<file path="src/rtl/bram_fifo_pkg.sv">
// Shared defaults and helpers for the block-RAM FIFO.
// Optional almost-full/almost-empty flags are enabled by BRAM_FIFO_ALMOST_FLAGS_EN.
package bram_fifo_pkg;

  localparam int DEF_ADDR_WIDTH = 3;
  localparam int DEF_DATA_WIDTH = 8;

  function automatic int depth(input int addr_width);
    return 1 << addr_width;
  endfunction

endpackage

</file>
<file path="src/rtl/bram_fifo_ptr_ctrl.sv">
// Pointer, occupancy and flag control for bram_fifo; all outputs except the accept strobes are registered.
// Almost-full/almost-empty flags exist only when BRAM_FIFO_ALMOST_FLAGS_EN is defined.
module fifo_ptr_ctrl
  import bram_fifo_pkg::*;
#(
  parameter int ADDR_WIDTH = DEF_ADDR_WIDTH
`ifdef BRAM_FIFO_ALMOST_FLAGS_EN
  , parameter int AF_LEVEL = depth(ADDR_WIDTH) - 1,
  parameter int AE_LEVEL = 1
`endif
) (
  input  logic                  clk,
  input  logic                  reset,
  input  logic                  wr,
  input  logic                  rd,
  output logic                  wr_ok,
  output logic                  rd_ok,
  output logic [ADDR_WIDTH-1:0] w_ptr,
  output logic [ADDR_WIDTH-1:0] r_ptr,
  output logic                  full,
  output logic                  empty,
  output logic [ADDR_WIDTH:0]   count
`ifdef BRAM_FIFO_ALMOST_FLAGS_EN
  , output logic                almost_full,
  output logic                  almost_empty
`endif
);

  localparam logic [ADDR_WIDTH:0] L_DEPTH = (ADDR_WIDTH+1)'(depth(ADDR_WIDTH));

  logic [ADDR_WIDTH-1:0] r_w_ptr;
  logic [ADDR_WIDTH-1:0] r_r_ptr;
  logic [ADDR_WIDTH:0]   r_count;
  logic                  r_full;
  logic                  r_empty;
  logic [ADDR_WIDTH:0]   w_count_next;
  logic                  w_wr_ok;
  logic                  w_rd_ok;

  // A write into a full FIFO is legal when a read frees the slot on the same edge.
  always_comb begin
    w_rd_ok      = rd & ~r_empty;
    w_wr_ok      = wr & (~r_full | w_rd_ok);
    w_count_next = r_count;
    case ({w_wr_ok, w_rd_ok})
      2'b10:   w_count_next = r_count + (ADDR_WIDTH+1)'(1);
      2'b01:   w_count_next = r_count - (ADDR_WIDTH+1)'(1);
      default: w_count_next = r_count;
    endcase
  end

  always_ff @(posedge clk) begin
    if (reset) begin
      r_w_ptr <= '0;
      r_r_ptr <= '0;
      r_count <= '0;
      r_full  <= 1'b0;
      r_empty <= 1'b1;
    end else begin
      if (w_wr_ok) r_w_ptr <= r_w_ptr + (ADDR_WIDTH)'(1);
      if (w_rd_ok) r_r_ptr <= r_r_ptr + (ADDR_WIDTH)'(1);
      r_count <= w_count_next;
      r_full  <= (w_count_next == L_DEPTH);
      r_empty <= (w_count_next == '0);
    end
  end

`ifdef BRAM_FIFO_ALMOST_FLAGS_EN
  localparam logic [ADDR_WIDTH:0] L_AF = (ADDR_WIDTH+1)'(AF_LEVEL);
  localparam logic [ADDR_WIDTH:0] L_AE = (ADDR_WIDTH+1)'(AE_LEVEL);

  logic r_almost_full;
  logic r_almost_empty;

  always_ff @(posedge clk) begin
    if (reset) begin
      r_almost_full  <= 1'b0;
      r_almost_empty <= 1'b1;
    end else begin
      r_almost_full  <= (w_count_next >= L_AF);
      r_almost_empty <= (w_count_next <= L_AE);
    end
  end

  assign almost_full  = r_almost_full;
  assign almost_empty = r_almost_empty;
`endif

  assign wr_ok = w_wr_ok;
  assign rd_ok = w_rd_ok;
  assign w_ptr = r_w_ptr;
  assign r_ptr = r_r_ptr;
  assign full  = r_full;
  assign empty = r_empty;
  assign count = r_count;

endmodule

</file>
<file path="src/rtl/bram_fifo.sv">
// Single-clock FIFO over an inferred read-first dual-port block RAM (port A writes, port B reads).
// Define BRAM_FIFO_ALMOST_FLAGS_EN to add almost_full/almost_empty and their thresholds.
module bram_fifo
  import bram_fifo_pkg::*;
#(
  parameter int ADDR_WIDTH = DEF_ADDR_WIDTH,
  parameter int DATA_WIDTH = DEF_DATA_WIDTH
`ifdef BRAM_FIFO_ALMOST_FLAGS_EN
  , parameter int AF_LEVEL = depth(ADDR_WIDTH) - 1,
  parameter int AE_LEVEL = 1
`endif
) (
  input  logic                  clk,
  input  logic                  reset,
  input  logic                  wr,
  input  logic [DATA_WIDTH-1:0] w_data,
  input  logic                  rd,
  output logic [DATA_WIDTH-1:0] r_data,
  output logic                  full,
  output logic                  empty,
  output logic [ADDR_WIDTH:0]   count
`ifdef BRAM_FIFO_ALMOST_FLAGS_EN
  , output logic                almost_full,
  output logic                  almost_empty
`endif
);

  logic                  w_wr_ok;
  logic                  w_rd_ok;
  logic [ADDR_WIDTH-1:0] w_w_ptr;
  logic [ADDR_WIDTH-1:0] w_r_ptr;
  logic [DATA_WIDTH-1:0] r_mem [depth(ADDR_WIDTH)];
  logic [DATA_WIDTH-1:0] r_rdata;

  fifo_ptr_ctrl #(
    .ADDR_WIDTH (ADDR_WIDTH)
`ifdef BRAM_FIFO_ALMOST_FLAGS_EN
    , .AF_LEVEL (AF_LEVEL),
    .AE_LEVEL   (AE_LEVEL)
`endif
  ) u_ptr_ctrl (
    .clk          (clk),
    .reset        (reset),
    .wr           (wr),
    .rd           (rd),
    .wr_ok        (w_wr_ok),
    .rd_ok        (w_rd_ok),
    .w_ptr        (w_w_ptr),
    .r_ptr        (w_r_ptr),
    .full         (full),
    .empty        (empty),
    .count        (count)
`ifdef BRAM_FIFO_ALMOST_FLAGS_EN
    , .almost_full (almost_full),
    .almost_empty (almost_empty)
`endif
  );

  // Port A: memory is not cleared by reset so it maps onto block RAM.
  always_ff @(posedge clk) begin
    if (w_wr_ok) r_mem[w_w_ptr] <= w_data;
  end

  // Port B: read-first, so a full-FIFO write+read at the same address returns the old word.
  always_ff @(posedge clk) begin
    if (reset)        r_rdata <= '0;
    else if (w_rd_ok) r_rdata <= r_mem[w_r_ptr];
  end

  assign r_data = r_rdata;

endmodule
</file>
<file path="config.mk">
export PLATFORM = sky130hd
export DESIGN_NAME = bram_fifo
export DESIGN_NICKNAME = d
export VERILOG_FILES = /design/src/rtl/bram_fifo_pkg.sv /design/src/rtl/bram_fifo_ptr_ctrl.sv /design/src/rtl/bram_fifo.sv
export SDC_FILE = /design/constraint.sdc
export NUM_CORES = 1
export LEC_CHECK = 0
export CAP_MARGIN = 20
export CORE_UTILIZATION = 51
export CTS_CLUSTER_DIAMETER = 150
export CTS_CLUSTER_SIZE = 30
export DETAILED_ROUTE_END_ITERATION = 10
export PLACE_DENSITY = 0.7
export SLEW_MARGIN = 5
export SYNTH_ARGS = -nofsm -noshare
export SYNTH_HDL_FRONTEND = slang
export SYNTH_SLANG_ARGS = --single-unit
</file>
<file path="constraint.sdc">
create_clock -name clk -period 2.1 [get_ports clk]
set_input_delay 0.42 -clock clk [delete_from_list [all_inputs] [get_ports clk]]
set_output_delay 0.42 -clock clk [all_outputs]
set_load 0.02 [all_outputs]
</file>
**After elaboration in Yosys (flattened, before gate mapping)**

Memory sizes are Yosys's and may differ from the RTL's. A register that Yosys moved wholly into a read port is not among the register bits.
Cells that the tools add are included.
W data, S select, Z words.

- $add $sub $neg: 4
- Equal/unequal tests: 3
- Muxes and demuxes: 3
- Bitwise logic cells: 5
- Reductions and logical operators: 1

Operators with widths:

| cell | count |
|---|---|
| $pmux W4 S2 | 1 |
| $add A3 B1 Y3 const B | 2 |
| $add A4 B1 Y4 const B | 1 |
| $eq A4 B4 Y1 const B | 1 |
| $logic_not A4 Y1 | 1 |
| $sub A4 B1 Y4 const B | 1 |
| $and A1 B1 Y1 | 2 |
| $eq A2 B1 Y1 const B | 1 |
| $eq A2 B2 Y1 const B | 1 |
| $mux W1 | 2 |
| $not A1 Y1 | 2 |
| $or A1 B1 Y1 | 1 |

- Bits in registers: 12
- Bits in writable memories: 64
- Output and inout port bits: 14
- Memories: 1

Memory list:

| memory | words | bits a word | rd ports | clocked after memory_dff | write ports | RTL line | source |
|---|---|---|---|---|---|---|---|
| r_mem | 8 | 8 | 1 | 1 | 1 | bram_fifo.sv:32 | `logic [DATA_WIDTH-1:0] r_mem [depth(ADDR_WIDTH)];` |

**Longest topological paths before layout**

- Depth in word-level cells: 7
- Depth in mapped cells: 11
- Gate-level depth less buffers: 11

**Modules after synthesis**

Synthesis repeated with hierarchy kept, for this count alone.

- Cells, all modules: 222
- Area, all modules: 3395.8 µm²

By module, submodules not included:

| module | times used | cells an instance | area an instance (µm²) | seq. area each (µm²) |
|---|---|---|---|---|
| bram_fifo | 1 | 162 | 2812.7 | 2082.0 |
| fifo_ptr_ctrl | 1 | 60 | 583.1 | 240.2 |

**Worst setup path after synthesis**

No wires, ideal clock.

- Kind: input to register
- From: in rd
- To: reg u_ptr_ctrl.r_full (netlist: u_ptr_ctrl.full)
- Data arrival time: 2.202 ns
- Data required time: 2.009 ns
- Slack: -0.193 ns
- Stages on the path: 10
- Path buffers: 1
- Path through: nor2b_1 clkbuf_1 ha_1 xor2_1 ha_1 a21oi_1 xor2_1 nor2_1 xnor2_1 nor4bb_1

- Word-level cells in the longest chain between the ends: 6
- Elaborated cells on any way between the ends: 7

RTL lines:

| element | RTL line | source |
|---|---|---|
| start: declaration | bram_fifo.sv:17 | `input logic rd,` |
| $and A1 B1 Y1 * | bram_fifo_ptr_ctrl.sv:42 | `w_rd_ok = rd & ~r_empty;` |
| named net u_ptr_ctrl.rd_ok | bram_fifo_ptr_ctrl.sv:17 | `output logic rd_ok,` |
| $or A1 B1 Y1 | bram_fifo_ptr_ctrl.sv:43 | `w_wr_ok = wr & (~r_full \| w_rd_ok);` |
| $and A1 B1 Y1 | bram_fifo_ptr_ctrl.sv:43 |  |
| $eq A2 B1 Y1 or $eq A2 B2 Y1 (tied branches) | bram_fifo_ptr_ctrl.sv:45 | `case ({w_wr_ok, w_rd_ok})` |
| $pmux W4 S2 * | bram_fifo_ptr_ctrl.sv:45 |  |
| $eq A4 B4 Y1 * | bram_fifo_ptr_ctrl.sv:63 | `r_full <= (w_count_next == L_DEPTH);` |
| end signal: assignment | bram_fifo_ptr_ctrl.sv:63 |  |
| end: declaration | bram_fifo_ptr_ctrl.sv:34 | `logic r_full;` |

The timed path passes the listed nets; every way through them passes the cells marked *.
A chain may end at the register's enable or synchronous reset.

**Worst setup path in the final report**

- From: reg u_ptr_ctrl.r_empty (netlist: u_ptr_ctrl.empty)
- To: reg u_ptr_ctrl.r_empty (netlist: u_ptr_ctrl.empty)

- Word-level cells in the longest chain between the ends: 7
- Elaborated cells on any way between the ends: 8

RTL lines:

| element | RTL line | source |
|---|---|---|
| start: declaration | bram_fifo_ptr_ctrl.sv:35 | `logic r_empty;` |
| start signal: assignment | bram_fifo_ptr_ctrl.sv:64 | `r_empty <= (w_count_next == '0);` |
| $not A1 Y1 * | bram_fifo_ptr_ctrl.sv:42 |  |
| $and A1 B1 Y1 * | bram_fifo_ptr_ctrl.sv:42 |  |
| $or A1 B1 Y1 | bram_fifo_ptr_ctrl.sv:43 |  |
| $and A1 B1 Y1 | bram_fifo_ptr_ctrl.sv:43 |  |
| $eq A2 B1 Y1 or $eq A2 B2 Y1 (tied branches) | bram_fifo_ptr_ctrl.sv:45 |  |
| $pmux W4 S2 * | bram_fifo_ptr_ctrl.sv:45 |  |
| $logic_not A4 Y1 * | bram_fifo_ptr_ctrl.sv:64 |  |

Mark *: on every way between the ends. The rest lies on a longest branch, timed or not.

==> reports/results.tsv <==
stage	metric	value	unit
timing	Final Max Tran Viols	0	
grt	first-pass GRT wire length	9240	um
power	P per Cell Area	1080	mW/mm^2
layout	Final #Nets	266	
timing	crit share post-route	103	%
setup_path	CP Data Required Time	2.34	ns
clock_tree	H-tree depth	3	
floorplanning	num rows	28	
logic_synthesis	Ys Warns	0	
setup_path	Crit Path Class	register to register	
floorplanning	Core Box Area	0.00610	sq mm
floorplanning	Starting Density	54.2	%
drt	Vias	1835	
run_status	run status	finished, violations left	
drt	antenna viol nets, final	0	
clock_tree	CTS clock-pin slew for the worst setup and hold paths	0.08	ns
logic_synthesis	Synth Area in Compound Gates	3.75	%
grt	vias in the first global route	1834	
logic_synthesis	cell count after synthesis	196	
layout	most common cell after layout, fill and taps aside	edfxtp_1	
timing	Final Hold Fails	0	
drt	drt first pass iters	4	
setup_path	count of buffer and inverter cells on the critical path	2	
layout	design area	0.00409	sq mm
logic_synthesis	area share of fa/ha/maj cells after synthesis	1.89	%
layout	# fillers	412	
setup_path	slowest cell delay on critical path	0.34	ns
floorplanning	chip height	82.5	um
drt	post-detailed-routing wire length	6090	um
placed_design	Final HPWL DP	4160	um
placed_design	port bufs	25	
floorplanning	Die W	82.5	um
timing	count of final setup violators	3	
power	VDD IR-drop max	0.667	mV
layout	Multi-input gate area	962	sq um
logic_synthesis	simple logic cell fraction of the synthesized area	6.02	%
timing	final setup TNS	-0.120	ns
setup_path	crit-path max FO	3	
layout	most frequent cells in the layout	edfxtp_1 (64), buf_4 (26), nor2_1 (24)	
setup_path	crit path launch type	register	
setup_path	Crit-path slowest cell	dfxtp_2	
logic_synthesis	fraction of registers with async set/reset	0	%
timing	relative slew slack	58.6	%
layout	number of diodes	0	
grt	gr usage total	19.9	%
timing	Min Hold Slack	0.502	ns
grt	total grt overflow	0	
logic_synthesis	synthesized flop and latch total	84	
drt	routed vias/inst	5.58	
clock_tree	Clock Latency Late Sink	0.34	ns
setup_path	critical path, cell by cell	nor2b_4 > o21a_1 > inv_2 > ha_4 > xor2_2 > ha_2 > a21oi_2 > xor2_1 > nor2_1 > xnor2_1 > buf_4 > a31o_2	
clock_tree	total CTS buffers	9	
timing	fmax	460	MHz
setup_path	cell class contributing the biggest share of worst-path delay	compound AO/OA/AOI/OAI gates	
layout	Register Area	0.00232	sq mm
clock_tree	clk sinks	84	
worst_hold_path	worst hold path class	register to register	
power	leakage	1.38	nW
run_status	failing checks	setup timing	
grt	pin count of the biggest net entering global routing	20	
logic_synthesis	Post-synth EDFFs	64	
logic_synthesis	syn_area_per_cell	16.9	sq um
drt	drt drc	0	
layout	synthesis-to-finish area growth	23.7	%
clock_tree	CTS tree	done	
placed_design	Area after DPL	0.00381	sq mm
logic_synthesis	most common flop cell mapped by yosys	edfxtp_1	
run	max_cap viols	0	
logic_synthesis	Seq/Total Area, Yosys	70.3	%
timing	RSZ-0062 raised after global routing	true	
timing	fin crit period	2.17	ns
layout	share of cells above drive strength 1	26.8	%
clock_tree	Root Buffer	clkbuf_8	
timing	Worst Tran Pin Value	0.620	ns
logic_synthesis	largest family of logic cells by synthesized area	multiplexers	
logic_synthesis	syn_nets	213	
drt	initial DRC count	81	
logic_synthesis	xor/xnor share of the synthesized area	2.12	%
logic_synthesis	Synth cell types	29	
floorplanning	Ports	26	
floorplanning	Die ar.	0.00681	sq mm
setup_path	Worst setup EP type	register	
clock_tree	Max Root-Sink Buffers	2	
drt	WL/cell	18.5	um
grt	initial antenna violation count	0	
timing	Final Worst Setup Slack	-0.0723	ns
logic_synthesis	multiplexer share of the synthesized area	13.9	%
placed_design	routability cong.	0.762	
layout	Finished Core Util	67.1	%
setup_path	Critical Path AT	2.41	ns
logic_synthesis	Mapped Area	0.00330	sq mm
timing	worst clock skew	0.00836	ns
-- Yosys cell counts, drive strengths merged, types with 2 or more instances --
| cell type | count | area share, % |
|---|---|---|
| nor3 | 2 | 0.30 |
| clkbuf | 4 | 0.45 |
| dfxtp | 20 | 12 |
| nor2b | 3 | 0.57 |
| nand2b | 3 | 0.57 |
| a211oi | 8 | 1.8 |
| ha | 5 | 1.9 |
| nor2 | 24 | 2.7 |
| edfxtp | 64 | 58 |
| xnor2 | 3 | 0.80 |
| inv | 2 | 0.23 |
| a21oi | 4 | 0.61 |
| mux2i | 10 | 3.0 |
| mux4 | 16 | 11 |
| nand2 | 8 | 0.91 |
| xor2 | 5 | 1.3 |
| buf | 6 | 1.3 |
-- report_power, final --
| group | switching [mW] | internal [mW] |
|---|---|---|
| sequential | 0.0980 | 1.92 |
| combinational | 0.510 | 0.555 |
| clock | 0.543 | 0.785 |
| total | 1.15 | 3.26 |
-- through the flow --
stage               setup slack [ns]  cells  power (mW)
global route                  -0.132    329        4.60
global placement              -0.449    309        3.02
detailed placement            -0.695    309        3.08
CTS                          -0.0677    328        4.43
floorplan                    -0.0288    196        2.71
finish                       -0.0723    329        4.41
-- final timing paths --
kind,slack (ns),cells after the start,from,end
max,-0.07,12,u_ptr_ctrl.empty,u_ptr_ctrl.empty
min,0.50,2,r_data[3],r_data[3]
max reg2reg,-0.07,12,u_ptr_ctrl.empty,u_ptr_ctrl.empty
min reg2reg,0.50,2,r_data[3],r_data[3]
-- worst register-to-register path: stages, from the launching register on --
cell,delay (ns)
dfxtp_2,0.34
nor2b_4,0.12
o21a_1,0.18
inv_2,0.06
ha_4,0.16
xor2_2,0.17
ha_2,0.19
a21oi_2,0.12
xor2_1,0.17
nor2_1,0.07
xnor2_1,0.14
buf_4,0.15
a31o_2,0.19
-- state kept, by name, summed over array words and instances (netlist names) --
register	flops
u_ptr_ctrl.count	4
u_ptr_ctrl.r_ptr	3
u_ptr_ctrl.w_ptr	3
u_ptr_ctrl.empty	1
r_data	8
u_ptr_ctrl.full	1
r_mem	64
-- logic make-up (layout without fill, tap and decap cells) --
| family | Yosys count | count (layout) |
|---|---|---|
| flops | 84 | 84 |
| simple gates | 44 | 44 |
| mux | 26 | 26 |
| compound gates | 17 | 17 |
| buf+inv | 12 | 70 |
| xor+xnor | 8 | 8 |
| fa+ha+maj | 5 | 5 |
-- what timing repair did --
| item | CTS | global route |
|---|---|---|
| pin swaps | 5 | 5 |
| setup endpoints to repair | 4 | 3 |
| hold buffers | 0 | 0 |
| resized for setup | 4 | 0 |
| cloned | 0 | 0 |
| buffers inserted | 4 | 1 |
-- metal layers --
metal | global-route usage, % | wire, um | up-vias
met2 | 34.7 | 3170 | 48
met1 | 24.2 | 2570 | 926
li1 | - | - | 852
met5 | 0 | 0 | -
met4 | 5.86 | 80 | 0
met3 | 5.60 | 266 | 9
-- final cells by class --
class                      count  share of cell area (%)
sequential                    84                    56.8
tap                           75                    2.29
timing repair buffer          52                    11.3
clock inverter                 7                    2.82
multi-input combinational    100                    23.5
clock buffer                   9                    3.03
inverter                       2                   0.184
No activity file was read; power rests on OpenSTA's default activity.
